**src/rtl/enc_pkg.sv**
```systemverilog
// Shared constants, types and helpers for the priority encoder slice.
package enc_pkg;

  localparam int DEFAULT_WIDTH = 8;

  // Index width that stays at least one bit wide even for tiny request vectors.
  function automatic int clog2_safe(input int n);
    return (n <= 2) ? 1 : $clog2(n);
  endfunction

  localparam int DEFAULT_IDX_W = clog2_safe(DEFAULT_WIDTH);

  typedef logic [DEFAULT_IDX_W-1:0] idx_t;

endpackage

```
**src/rtl/prio_scan_comb.sv**
```systemverilog
// Combinational lowest-set-bit scan: bit 0 has the highest priority.
module prio_scan_comb
  import enc_pkg::*;
#(
  parameter  int WIDTH = DEFAULT_WIDTH,
  localparam int IDX_W = clog2_safe(WIDTH)
) (
  input  logic [WIDTH-1:0] d,
  output logic [IDX_W-1:0] idx,
  output logic             any,
  output logic [WIDTH-1:0] onehot
);

  logic found;

  always_comb begin
    // NOTE: every output gets a default first so no path leaves it unassigned (no latch).
    found  = 1'b0;
    idx    = '0;
    onehot = '0;
    // Once a winner is found, !found masks higher bits, so X/Z above it cannot leak in.
    for (int i = 0; i < WIDTH; i++) begin
      if (!found && d[i]) begin
        found     = 1'b1;
        idx       = IDX_W'(i);
        onehot[i] = 1'b1;
      end
    end
    any = found;
  end

endmodule

```
**src/rtl/priority_encoder.sv**
```systemverilog
// Registered priority encoder: one-cycle latency index, valid and one-hot grant.
module priority_encoder
  import enc_pkg::*;
#(
  parameter  int WIDTH = DEFAULT_WIDTH,
  localparam int IDX_W = clog2_safe(WIDTH)
) (
  input  logic             clk,
  input  logic             rst,
  input  logic [WIDTH-1:0] d,
  output logic             V,
  output logic [IDX_W-1:0] a,
  output logic [WIDTH-1:0] onehot
);

  logic [IDX_W-1:0] scan_idx;
  logic             scan_any;
  logic [WIDTH-1:0] scan_onehot;

  prio_scan_comb #(.WIDTH(WIDTH)) u_scan (
    .d      (d),
    .idx    (scan_idx),
    .any    (scan_any),
    .onehot (scan_onehot)
  );

  always_ff @(posedge clk) begin
    // NOTE: registers use non-blocking assignments so every flop samples pre-edge values.
    if (rst) begin
      V      <= 1'b0;
      a      <= '0;
      onehot <= '0;
    end else begin
      V      <= scan_any;
      a      <= scan_idx;
      onehot <= scan_onehot;
    end
  end

endmodule

```
**config.mk**
```make
export PLATFORM = sky130hd
export DESIGN_NAME = priority_encoder
export DESIGN_NICKNAME = d
export VERILOG_FILES = /design/src/rtl/enc_pkg.sv /design/src/rtl/prio_scan_comb.sv /design/src/rtl/priority_encoder.sv
export SDC_FILE = /design/constraint.sdc
export NUM_CORES = 1
export LEC_CHECK = 0
export CORE_AREA = 2 2 39 41
export DETAILED_ROUTE_END_ITERATION = 16
export DIE_AREA = 0 0 41 43
export PLACE_DENSITY = 0.62
export SYNTH_ARGS = -nofsm -noshare
export SYNTH_HDL_FRONTEND = slang
export SYNTH_SLANG_ARGS = --single-unit
```
**constraint.sdc**
```tcl
create_clock -name clk -period 1.2 [get_ports clk]
set_clock_uncertainty 0.2 [all_clocks]
set_input_delay 0.18 -clock clk [delete_from_list [all_inputs] [get_ports clk]]
set_output_delay 0.18 -clock clk [all_outputs]
set_load 0.01 [all_outputs]
```
### Word-level counts from Yosys, hierarchy flattened

Cells that the tools add are included.

* flip-flop bits (word level): 12
* latch bits: 0
* RAM bits: 0
* memory bits (read-only): 0
* output and inout bits: 12
* memories: 0

* $add $sub $neg: 0
* multipliers: 0
* divide/modulo/power cells: 0
* magnitude comparators: 0
* equality and inequality tests: 0
* shift operators: 0
* mux-type cells: 22
* bitwise logic cells: 0
* reduce and logical (&&, ||, !) cells: 14

Operators by type and width (count)
* 2-to-1 mux 1 bit: 16
* 2-to-1 mux 3 bit: 4
* logical AND 1 bit: 7
* zero test 1 bit: 7
* 2-to-1 mux 2 bit: 2

### Logic depth before layout (Yosys ltp)

* depth in word-level cells: 22
* gate-level depth with buffers: 3
* depth with buffers taken out: 3

### Hierarchy

Synthesis repeated with hierarchy kept, for this count alone.

* cell total of the unflattened synthesis: 47
* area total of the unflattened synthesis: 516.7 µm²

By module, submodules not included
* priority_encoder: times used 1, cells each 25, area an instance 366.6 µm², sequential area each 240.2 µm²
* prio_scan_comb: times used 1, cells each 22, area an instance 150.1 µm², sequential area each 0.0 µm²

### Worst setup path before layout

No wires, ideal clock.

* path type: input to register
* start point: input port d[4]
* end point: register a[0]
* arrival: 0.822 ns
* data required time: 0.914 ns
* setup slack: 0.091 ns
* stages on the path: 3
* path buffers: 0
* cell sequence: nor4_2 -> nand3_1 -> a221oi_2

* word-level cells in the longest chain between the ends: 11
* elaborated cells between the ends (all ways): 14

RTL lines
* from (decl): RTL line priority_encoder.sv:10 `input logic [WIDTH-1:0] d,`
* logical AND 1 bit *: RTL line prio_scan_comb.sv:23 `if (!found && d[i]) begin`
* 2-to-1 mux 1 bit: RTL line prio_scan_comb.sv:23
* zero test 1 bit: RTL line prio_scan_comb.sv:23
* logical AND 1 bit: RTL line prio_scan_comb.sv:23
* 2-to-1 mux 1 bit: RTL line prio_scan_comb.sv:23
* zero test 1 bit: RTL line prio_scan_comb.sv:23
* logical AND 1 bit: RTL line prio_scan_comb.sv:23
* 2-to-1 mux 1 bit: RTL line prio_scan_comb.sv:23
* zero test 1 bit: RTL line prio_scan_comb.sv:23
* logical AND 1 bit: RTL line prio_scan_comb.sv:23
* 2-to-1 mux 3 bit *: RTL line prio_scan_comb.sv:23
* to (signal assigned): RTL line priority_encoder.sv:35 `a <= scan_idx;`
* to (decl): RTL line priority_encoder.sv:12 `output logic [IDX_W-1:0] a,`

Every way passes the cells marked *; elsewhere a longest branch is shown, timed or not.
A chain may end at the register's enable or synchronous reset.

### Worst setup path in the final report

* start point: input port d[0]
* end point: register a[0]

* word-level cells in the longest chain between the ends: 22
* elaborated cells between the ends (all ways): 28

RTL lines (RTL line)
* 2-to-1 mux 1 bit *: prio_scan_comb.sv:23
* zero test 1 bit: prio_scan_comb.sv:23
* logical AND 1 bit: prio_scan_comb.sv:23
* 2-to-1 mux 1 bit: prio_scan_comb.sv:23
* zero test 1 bit: prio_scan_comb.sv:23
* logical AND 1 bit: prio_scan_comb.sv:23
* 2-to-1 mux 1 bit: prio_scan_comb.sv:23
* zero test 1 bit: prio_scan_comb.sv:23
* (+6 left out)
* logical AND 1 bit: prio_scan_comb.sv:23
* 2-to-1 mux 1 bit: prio_scan_comb.sv:23
* zero test 1 bit: prio_scan_comb.sv:23
* logical AND 1 bit: prio_scan_comb.sv:23
* 2-to-1 mux 1 bit: prio_scan_comb.sv:23
* zero test 1 bit: prio_scan_comb.sv:23
* logical AND 1 bit: prio_scan_comb.sv:23
* 2-to-1 mux 3 bit *: prio_scan_comb.sv:23

Marked as above.

==> results.cfg <==
[outcome]
outcome = completed

[clock_tree]
clock-root-buffer = clkbuf_4
clk_pin_slew_ns = 0.07
clock-sinks = 12
cts.htree.levels = 1
hold_buffers = 0
cts_tree = yes
cts_made_buffers = 3
clk_path_buf_depth = 2

[yosys]
synth_ff_type = dfxtp_1
synthTopCellsByCount = dfxtp_1, nor2_1, a21oi_1
yosys.area.top_type = dfxtp_1
synth_top_area_frac = 0.5818
synth_fp_nets = 49
yosysMostFrequentCell = dfxtp_1
ys_seq_area_frac = 0.5818
yosys_warnings = 0
async_reset_ff_frac = 0
synth_seq_cells = 12
synth.area.top_cells = dfxtp_1, nor2_1, a21oi_1
synth_edf_count = 0
synthCells = 39
syn_area_per_cell_um2 = 10.59
ys_types = 19
synthesis.area_um2 = 412.9

[detailed_routing]
ant_nets = 0
drc = 0
wl_per_cell_um = 11.18
finalWirelength_um = 950
via_per_inst = 4.482
vias = 381
first_pass_iters = 4
drt_iter0_drc = 17

[critical_path]
crit_type = primary input to flip-flop
critPathCaptureType = flip-flop
cp_top_family = simple AND/OR/NAND/NOR gates
crit_required_ns = 1.19
cp_cell_sequence = dlygate4sd2_1, nor4_4, nand3_1, a221oi_2
critPathLaunchType = primary input
crit_arrival_ns = 1.17
crit_slowest_cell = nor4_4
cpPeakStageDelay_ns = 0.32
path_max_fanout = 5
path_buf_inv = 1

[cells_and_area]
syn2layout_area_growth_pct = 60.30
drive_gt1_frac = 0.4058
diodes = 0
finalNonFillerCells = 85
final_core_util = 0.4783
nets = 80

[power]
leakage_uw = 0.0003051
p_per_area_mw_per_mm2 = 1251
vdd_drop_max_mv = 0.7962

[flow_run]
cap_violations = 0

[timing]
tightest_slew_ns = 0.3058
fmax_mhz = 845.9
finalSetupTns_ns = 0
max_slew_margin = 0.7945
drv_slew = 0
period_share = 0.9851
setup_viol = 0
hold_viol_final = 0
timing.final.crit_period_ns = 1.182
rsz0062_at_grt = no
fin_ws_ns = 0.01787

[global_routing]
grt_max_degree = 8
grt_pass1_vias = 339
antenna_found_initial = 0
overflow = 0
grt_pass1_wl_um = 1421
grt.total_usage = 0.1327

[place]
numPlacedInstances = 81
dp_slack_ns = -0.4895
numPortBuffers = 21
dp_hpwl_um = 682.4
gp_congestion = 0.7380

[floorplanning]
rows = 14
die_x_um = 41
dieArea_mm2 = 0.001763
dieHeight_um = 43
core_mm2 = 0.001384
start_util = 0.2984
io_pins = 22

[min_path]
min_path_type = primary input to flip-flop
-- state kept, by name, summed over array words and instances, names as in the netlist --
register	flops
onehot	8
a	3
V	1
-- metal layers --
metal | up-vias | part of all wire | track usage | wire (µm)
met2 | 17 | 0.43 | 0.1688 | 412
met4 | 0 | 0.035 | 0.1000 | 33
met5 | - | 0 | 0 | 0
met3 | 4 | 0.089 | 0.09424 | 85
li1 | 198 | - | - | -
met1 | 162 | 0.44 | 0.1452 | 418
-- layout make-up --
type	count	area [µm²]
timing repair buffer	26	176.4
clock buffer	4	36.28
sequential	12	240.2
fill	159	721.9
inverter	1	3.754
multi-input combinational	26	185.2
tap	16	20.02
-- cells in the final DEF (no fill, tap or decap) --
cell type,n
nor3_1,2
and3_2,1
clkbuf_2,4
a221oi_2,1
and2_2,1
nand3_1,1
buf_4,5
o21ai_0,1
nor2b_1,1
nor4_4,1
nand2b_4,1
and2_1,1
clkdlybuf4s50_1,3
nor3b_1,2
inv_1,1
a21oi_1,3
nand2_1,2
clkbuf_8,1
clkbuf_4,3
dfxtp_1,12
a221o_1,1
nor2_1,5
dlygate4sd2_1,5
or3_1,1
buf_2,9
nor4b_2,1
-- what timing repair did --
action	4_1_cts	5_1_grt
gates resized for setup	42	13
buffers inserted	0	0
pin swaps	1	3
setup endpoints to repair	18	11
hold endpoints to repair	0	0
-- cells by family (layout without fill, tap and decap cells) --
| logic type | Yosys count | after routing | share of synthesized area |
|---|---|---|---|
| flip-flops | 12 | 12 | 0.5818 |
| buffers and inverters | 1 | 31 | 0.009082 |
| AND/OR/NAND/NOR | 20 | 20 | 0.3000 |
| AO/OA/AOI/OAI | 6 | 6 | 0.1091 |
-- stage by stage --
stage	total power (µW)	instance area, µm²	hold WS [ns]
2_1_floorplan	450.3	412.9	0.04625
6_report	828.1	661.9	0.08038
4_1_cts	845.4	716.9	0.06995
3_3_place_gp	532.0	680.7	0.6352
3_5_place_dp	531.8	680.7	0.6353
5_1_grt	869.2	661.9	0.07099
-- power by group --
| group | switching, µW | internal (µW) |
|---|---|---|
| Sequential | 1.94 | 409 |
| Combinational | 49.0 | 51.5 |
| Clock | 132 | 185 |
-- path summary, 6_finish.rpt --
kind,startpoint,to,depth (start not counted)
hold / removal,d[2],onehot[3],2
setup / recovery,d[0],a[0],4
(Power assumes the default switching activity.)
